## config.mk

```make
export PLATFORM = sky130hd
export DESIGN_NAME = touch_display_ctrl
export DESIGN_NICKNAME = d
export VERILOG_FILES = /design/src/rtl/touch_display_ctrl.sv
export SDC_FILE = /design/constraint.sdc
export NUM_CORES = 1
export LEC_CHECK = 0
export ABC_AREA = 1
export CORE_UTILIZATION = 28
export CTS_BUF_LIST = sky130_fd_sc_hd__clkbuf_8
export DETAILED_ROUTE_END_ITERATION = 10
export HOLD_SLACK_MARGIN = 0.06
export PLACE_DENSITY = 0.51
export SLEW_MARGIN = 20
export SYNTH_ARGS = -nofsm -noshare
export SYNTH_HDL_FRONTEND = slang
export SYNTH_SLANG_ARGS = --single-unit
export TNS_END_PERCENT = 1
```

## constraint.sdc

```tcl
create_clock -name CLK -period 2.3 [get_ports CLK]
set_input_delay 0.345 -clock CLK [delete_from_list [all_inputs] [get_ports CLK]]
set_output_delay 0.345 -clock CLK [all_outputs]
set_load 0.05 [all_outputs]
```

## src/rtl/touch_display_ctrl.sv

```systemverilog
// touch_display_ctrl
//   Averages batches of 2**AVG_LOG2 touch samples and holds the result on
//   X_COORD/Y_COORD for the hex decoder. Blanks the display after
//   TIMEOUT_CYCLES clocks without a touch sample.
//   Optional feature macro: TOUCH_DISP_FREEZE_EN adds a FREEZE input that
//   holds the displayed value and suspends the blanking timeout.
module touch_display_ctrl #(
  parameter int AVG_LOG2       = 2,
  parameter int TIMEOUT_CYCLES = 5000000
) (
  input  logic        CLK,
  input  logic        RST,
  input  logic        VALID,
  input  logic [11:0] X_IN,
  input  logic [11:0] Y_IN,
`ifdef TOUCH_DISP_FREEZE_EN
  input  logic        FREEZE,
`endif
  output logic [11:0] X_COORD,
  output logic [11:0] Y_COORD,
  output logic        BLANK,
  output logic        UPDATE
);

  localparam int ACC_W = 12 + AVG_LOG2;
  localparam int CNT_W = AVG_LOG2 + 1;
  localparam int TMO_W = $clog2(TIMEOUT_CYCLES + 1);
  localparam logic [CNT_W-1:0] LAST_IDX = CNT_W'((1 << AVG_LOG2) - 1);
  localparam logic [TMO_W-1:0] TMO_LAST = TMO_W'(TIMEOUT_CYCLES - 1);

  typedef enum logic [1:0] {
    IDLE      = 2'd0,
    SHOW_PEND = 2'd1,
    SHOW      = 2'd2
  } state_t;

  state_t state_reg, state_next;

  logic [ACC_W-1:0] acc_x_reg, acc_x_next;
  logic [ACC_W-1:0] acc_y_reg, acc_y_next;
  logic [CNT_W-1:0] cnt_reg, cnt_next;
  logic [TMO_W-1:0] tmo_reg, tmo_next;
  logic [11:0]      x_coord_reg, x_coord_next;
  logic [11:0]      y_coord_reg, y_coord_next;
  logic             blank_reg, blank_next;
  logic             update_reg, update_next;

  logic             freeze;
  logic [ACC_W-1:0] sum_x, sum_y;
  logic             batch_done;
  logic             commit;
  logic             expire;

`ifdef TOUCH_DISP_FREEZE_EN
  assign freeze = FREEZE;
`else
  assign freeze = 1'b0;
`endif

  // Running sums including the sample currently presented.
  assign sum_x = acc_x_reg + ACC_W'(X_IN);
  assign sum_y = acc_y_reg + ACC_W'(Y_IN);

  // A batch closes on the edge that samples its last VALID; freeze discards it.
  assign batch_done = VALID && (cnt_reg == LAST_IDX);
  assign commit     = batch_done && !freeze;

  // Timeout only fires without a coincident VALID; a fresh sample always wins.
  assign expire = !VALID && !freeze && (state_reg != IDLE) && (tmo_reg == TMO_LAST);

  // State register.
  always_ff @(posedge CLK) begin
    if (RST) state_reg <= IDLE;
    else     state_reg <= state_next;
  end

  // Next-state logic: batch commit shows the display, timeout returns to IDLE.
  always_comb begin
    state_next = state_reg;
    case (state_reg)
      IDLE: begin
        if (VALID) state_next = commit ? SHOW : SHOW_PEND;
      end
      SHOW_PEND: begin
        if (commit)      state_next = SHOW;
        else if (expire) state_next = IDLE;
      end
      SHOW: begin
        if (expire) state_next = IDLE;
      end
      default: state_next = IDLE;
    endcase
  end

  // Output/datapath next values: accumulation, averaging, timeout counting.
  always_comb begin
    acc_x_next   = acc_x_reg;
    acc_y_next   = acc_y_reg;
    cnt_next     = cnt_reg;
    tmo_next     = tmo_reg;
    x_coord_next = x_coord_reg;
    y_coord_next = y_coord_reg;
    blank_next   = blank_reg;
    update_next  = 1'b0;

    if (VALID) begin
      tmo_next = '0;
      if (batch_done) begin
        acc_x_next = '0;
        acc_y_next = '0;
        cnt_next   = '0;
        if (!freeze) begin
          x_coord_next = sum_x[ACC_W-1:AVG_LOG2];
          y_coord_next = sum_y[ACC_W-1:AVG_LOG2];
          blank_next   = 1'b0;
          update_next  = 1'b1;
        end
      end else begin
        acc_x_next = sum_x;
        acc_y_next = sum_y;
        cnt_next   = cnt_reg + CNT_W'(1);
      end
    end else if (state_reg == IDLE) begin
      tmo_next = '0;
    end else if (expire) begin
      tmo_next     = '0;
      acc_x_next   = '0;
      acc_y_next   = '0;
      cnt_next     = '0;
      x_coord_next = '0;
      y_coord_next = '0;
      blank_next   = 1'b1;
    end else if (!freeze) begin
      tmo_next = tmo_reg + TMO_W'(1);
    end
  end

  // Datapath and output registers.
  always_ff @(posedge CLK) begin
    if (RST) begin
      acc_x_reg   <= '0;
      acc_y_reg   <= '0;
      cnt_reg     <= '0;
      tmo_reg     <= '0;
      x_coord_reg <= '0;
      y_coord_reg <= '0;
      blank_reg   <= 1'b1;
      update_reg  <= 1'b0;
    end else begin
      acc_x_reg   <= acc_x_next;
      acc_y_reg   <= acc_y_next;
      cnt_reg     <= cnt_next;
      tmo_reg     <= tmo_next;
      x_coord_reg <= x_coord_next;
      y_coord_reg <= y_coord_next;
      blank_reg   <= blank_next;
      update_reg  <= update_next;
    end
  end

  assign X_COORD = x_coord_reg;
  assign Y_COORD = y_coord_reg;
  assign BLANK   = blank_reg;
  assign UPDATE  = update_reg;

endmodule

```

==> key figures <==
CTS
  • Number of gates resized after CTS: 0
  • Clock tree from TritonCTS: built
  • Count of H-tree levels built during CTS: 3
  • Worst-Skew Late Latency: 370 ps
  • Clock Root Buffer: sky130_fd_sc_hd__clkbuf_8
  • Buffer depth of the longest clock path: 2
  • CTS sink cnt: 82
  • Number of hold-repair buffers added at the cts stage: 0
  • Postcts setup bufs: 0
  • Number of buffers added by the clock tree synthesis step: 9
  • Clock slew seen by the registers of the worst setup and hold paths: 90 ps

Logic synthesis
  • Largest area contributor in the synthesized netlist: sky130_fd_sc_hd__dfxtp_1
  • Synth top area share: 32.91%
  • Number of distinct library cell variants in the gate-level netlist after synthesis: 40
  • Post-synthesis cell area: 0.004989 mm2
  • Count of state elements after synthesis: 82
  • Top post-synthesis cells by area: sky130_fd_sc_hd__dfxtp_1 33%, sky130_fd_sc_hd__nand2_1 12%, sky130_fd_sc_hd__nand3_1 8.0%
  • Syn avg cell area: 6.834 um2
  • Synthesized instance count: 730
  • Post-Synthesis Net Count: 785
  • Warning count from the yosys run: 0
  • Seq/Total Area, Yosys: 32.91%

Critical path
  • Chain of cells forming the critical path: clkdlybuf4s50_1 -> ha_1 -> inv_1 -> fa_1 -> inv_1 -> nand3_1 -> nand3_1 -> a21oi_1 -> or2_2 -> nand3_1 -> a21oi_2
  • Arrival time of data at the critical path endpoint: 2230 ps
  • Category of the most critical setup path: primary input to flop
  • R2R Path Start: acc_x_reg[0]
  • Endpoint required time on the critical path: 2560 ps
  • Most numerous cell on the critical path: sky130_fd_sc_hd__nand3_1
  • Longest individual stage delay on the worst path: 460 ps
  • Worst setup SP type: primary input
  • Max FO, Critical Path: 3
  • Crit. End Element: flop
  • Critical path origin: Y_IN[0]
  • Critical-path top delay cell: sky130_fd_sc_hd__clkdlybuf4s50_1

Routing
  • Total routed wirelength: 13.39 mm
  • Drt initial violations: 178
  • Overall via count from detail_route: 4702
  • Remaining antenna violation count after routing: 0
  • Total DRC errors in the routed layout: 0
  • Avg WL per Cell: 13.18 um
  • DR vias/cell: 4.628
  • Detailed Routing Iterations Pass 1: 4

Floorplan
  • Initial cell density of the core: 28.74%
  • Die boundary width: 135.5 um
  • Core outline area: 0.01736 mm2
  • Die outline area: 0.01835 mm2
  • Number of rows in the core area: 48
  • I/O pin cnt: 53
  • Height of the chip: 135.5 um

Layout
  • Post-route non-filler standard cell count: 1016
  • Max FFs per register: 23
  • Final antenna diode count: 0
  • Area added between synthesis and finish: 20.39%
  • Total number of nets in the final design: 841
  • Proportion of layout cells with a drive suffix above 1: 9.229%

Timing
  • Unrepaired setup endpoints after global routing: false
  • Actual transition at the worst max-transition pin: 505.3 ps
  • Hold violation count in the final report: 0
  • Max_slew headroom: 66.21%
  • Total negative slack for setup checks: 0 ps
  • Final clock period utilization by the worst path: 85.38%
  • Minimum setup slack in the final design: 336.2 ps
  • Highest Clock Rate: 0.5092 GHz
  • Time the final worst path needs with I/O delays and setup: 1964 ps
  • Final slew viol count: 0
  • Setup violations, final: 0
  • Final clock skew: 14.21 ps

GRT
  • Vias in the first global route: 4402
  • Global-route wire length before repair: 22.00 mm
  • Number of antenna violations at the first check in global routing: 1
  • Maximum number of pins on one net before global-route repair: 32
  • Overall Global Routing Usage: 15.33%
  • Remaining global-route overflow: 0

Worst hold path
  • Source of the worst hold timing path: VALID
  • Type of the most critical hold path: primary input to flop

Power
  • Peak supply drop: 0.0003059 V
  • Total power of the final layout: 3.453 mW
  • Leakage power of the design: 2.618 nW
  • Total power divided by cell area: 574.9 mW/mm2

Run status
  • Status: finished clean

Placed design
  • Cell Count Post-Placement: 1000
  • Detailed Place HPWL: 10.07 mm
  • Minimum setup slack after placement: -35.21 ps
  • Routability-driven placement congestion ratio: 0.8404
  • # port buffers: 52

Job
  • Max-cap violation count: 0
[worst max-delay path, delay by kind of cell]
kind,cells,cell delay (ps)
simple gates,4,610
buf+inv,3,600
fa+ha+maj,2,520
compound gates,2,160
[logic make-up after synthesis]
| kind of cell | after synthesis | share of synthesized area [%] |
|---|---|---|
| AND/OR/NAND/NOR | 368 | 34.11 |
| AO/OA/AOI/OAI | 113 | 13.24 |
| buffers and inverters | 129 | 10.66 |
| XOR/XNOR | 10 | 1.756 |
| flip-flops | 82 | 32.91 |
| adder cells (fa/ha/maj) | 28 | 7.324 |
[Yosys cell counts (all sizes together)]
library cell and n:
nand2 155, inv 104, nand3 85, dfxtp 82
a21oi 76, nor2 63, nand4 35, o21ai 27
ha 26, buf 15, or2 11, clkbuf 10
nor3 9, xnor2 6, nor3b 4, xor2 4
nand3b 3, o21a 3, a211oi 2, fa 2
o211ai 2, a21boi 1, a31oi 1, and3 1
nor4 1, o31ai 1, or3 1
[cell usage in the layout (no fill, tap or decap), types with 2 or more instances in the layout]
cell type                         netlist  layout
sky130_fd_sc_hd__nand2_1              154     154
sky130_fd_sc_hd__a21oi_1               57      57
sky130_fd_sc_hd__nor3b_1                4       4
sky130_fd_sc_hd__clkbuf_8               0       9
sky130_fd_sc_hd__clkdlybuf4s50_1        0      51
sky130_fd_sc_hd__nor3_1                 9       9
sky130_fd_sc_hd__a21oi_2               19      19
sky130_fd_sc_hd__nand3b_1               2       2
sky130_fd_sc_hd__buf_12                 0       2
sky130_fd_sc_hd__nand3_2                4       4
sky130_fd_sc_hd__o21a_1                 3       3
sky130_fd_sc_hd__dfxtp_1               82      82
sky130_fd_sc_hd__clkinv_4               0       2
sky130_fd_sc_hd__nand4_1               35      35
sky130_fd_sc_hd__xnor2_1                6       6
sky130_fd_sc_hd__xor2_1                 4       4
sky130_fd_sc_hd__nand3_1               80      80
sky130_fd_sc_hd__inv_2                  2       2
sky130_fd_sc_hd__o211ai_1               2       2
sky130_fd_sc_hd__o21ai_0                3       3
sky130_fd_sc_hd__or2_2                  8       8
sky130_fd_sc_hd__inv_1                102     102
sky130_fd_sc_hd__buf_4                  0      16
sky130_fd_sc_hd__nor2_1                61      61
sky130_fd_sc_hd__or2_0                  3       3
sky130_fd_sc_hd__fa_1                   2       2
sky130_fd_sc_hd__ha_1                  26      26
sky130_fd_sc_hd__a211oi_1               2       2
sky130_fd_sc_hd__o21ai_1               24      24
sky130_fd_sc_hd__inv_6                  0       2
[cell type report]
class	instances	area, um2
clock inverters	7	77.57
well taps	225	281.5
flip-flops and latches	82	1642
clock buffers	9	123.9
fillers	1916	11350
inverters	104	390.4
multi-input cells	519	2815
repair buffers	70	675.6
[routing by layer]
layer / GRT usage, % / vias to the layer above / part of all wire [%]
met5: 0 / - / 0.082
met2: 25.01 / 55 / 45
met4: 3.558 / 2 / 0.78
met1: 20.18 / 2115 / 51
li1: - / 2522 / -
met3: 3.853 / 8 / 3.0
[through the flow]
stage | hold slack (ps) | cell area (um2) | util (%)
after floorplan | 428.8 | 4989 | -
after global placement | 445.9 | 5804 | 33.44
after detailed placement | 455.8 | 5804 | 33.44
after CTS | 310.4 | 6006 | 34.60
after global routing | 317.0 | 6006 | 34.60
final | 328.5 | 6006 | 34.60
[power by group]
group	leakage (nW)	switching, mW	internal (mW)
Clock	0.100	0.593	0.511
Combinational	1.85	0.502	0.322
Sequential	0.667	0.0407	1.48
Total	2.62	1.14	2.32
[worst paths after layout]
check	cells past startpoint	slack [ps]	end
setup reg to reg	10	400	acc_x_reg[8]
hold / removal	3	330	cnt_reg[1]
setup / recovery	11	340	Y_COORD[6]
hold reg to reg	1	470	tmo_reg[0]
Power figures use the tool's default switching activity.
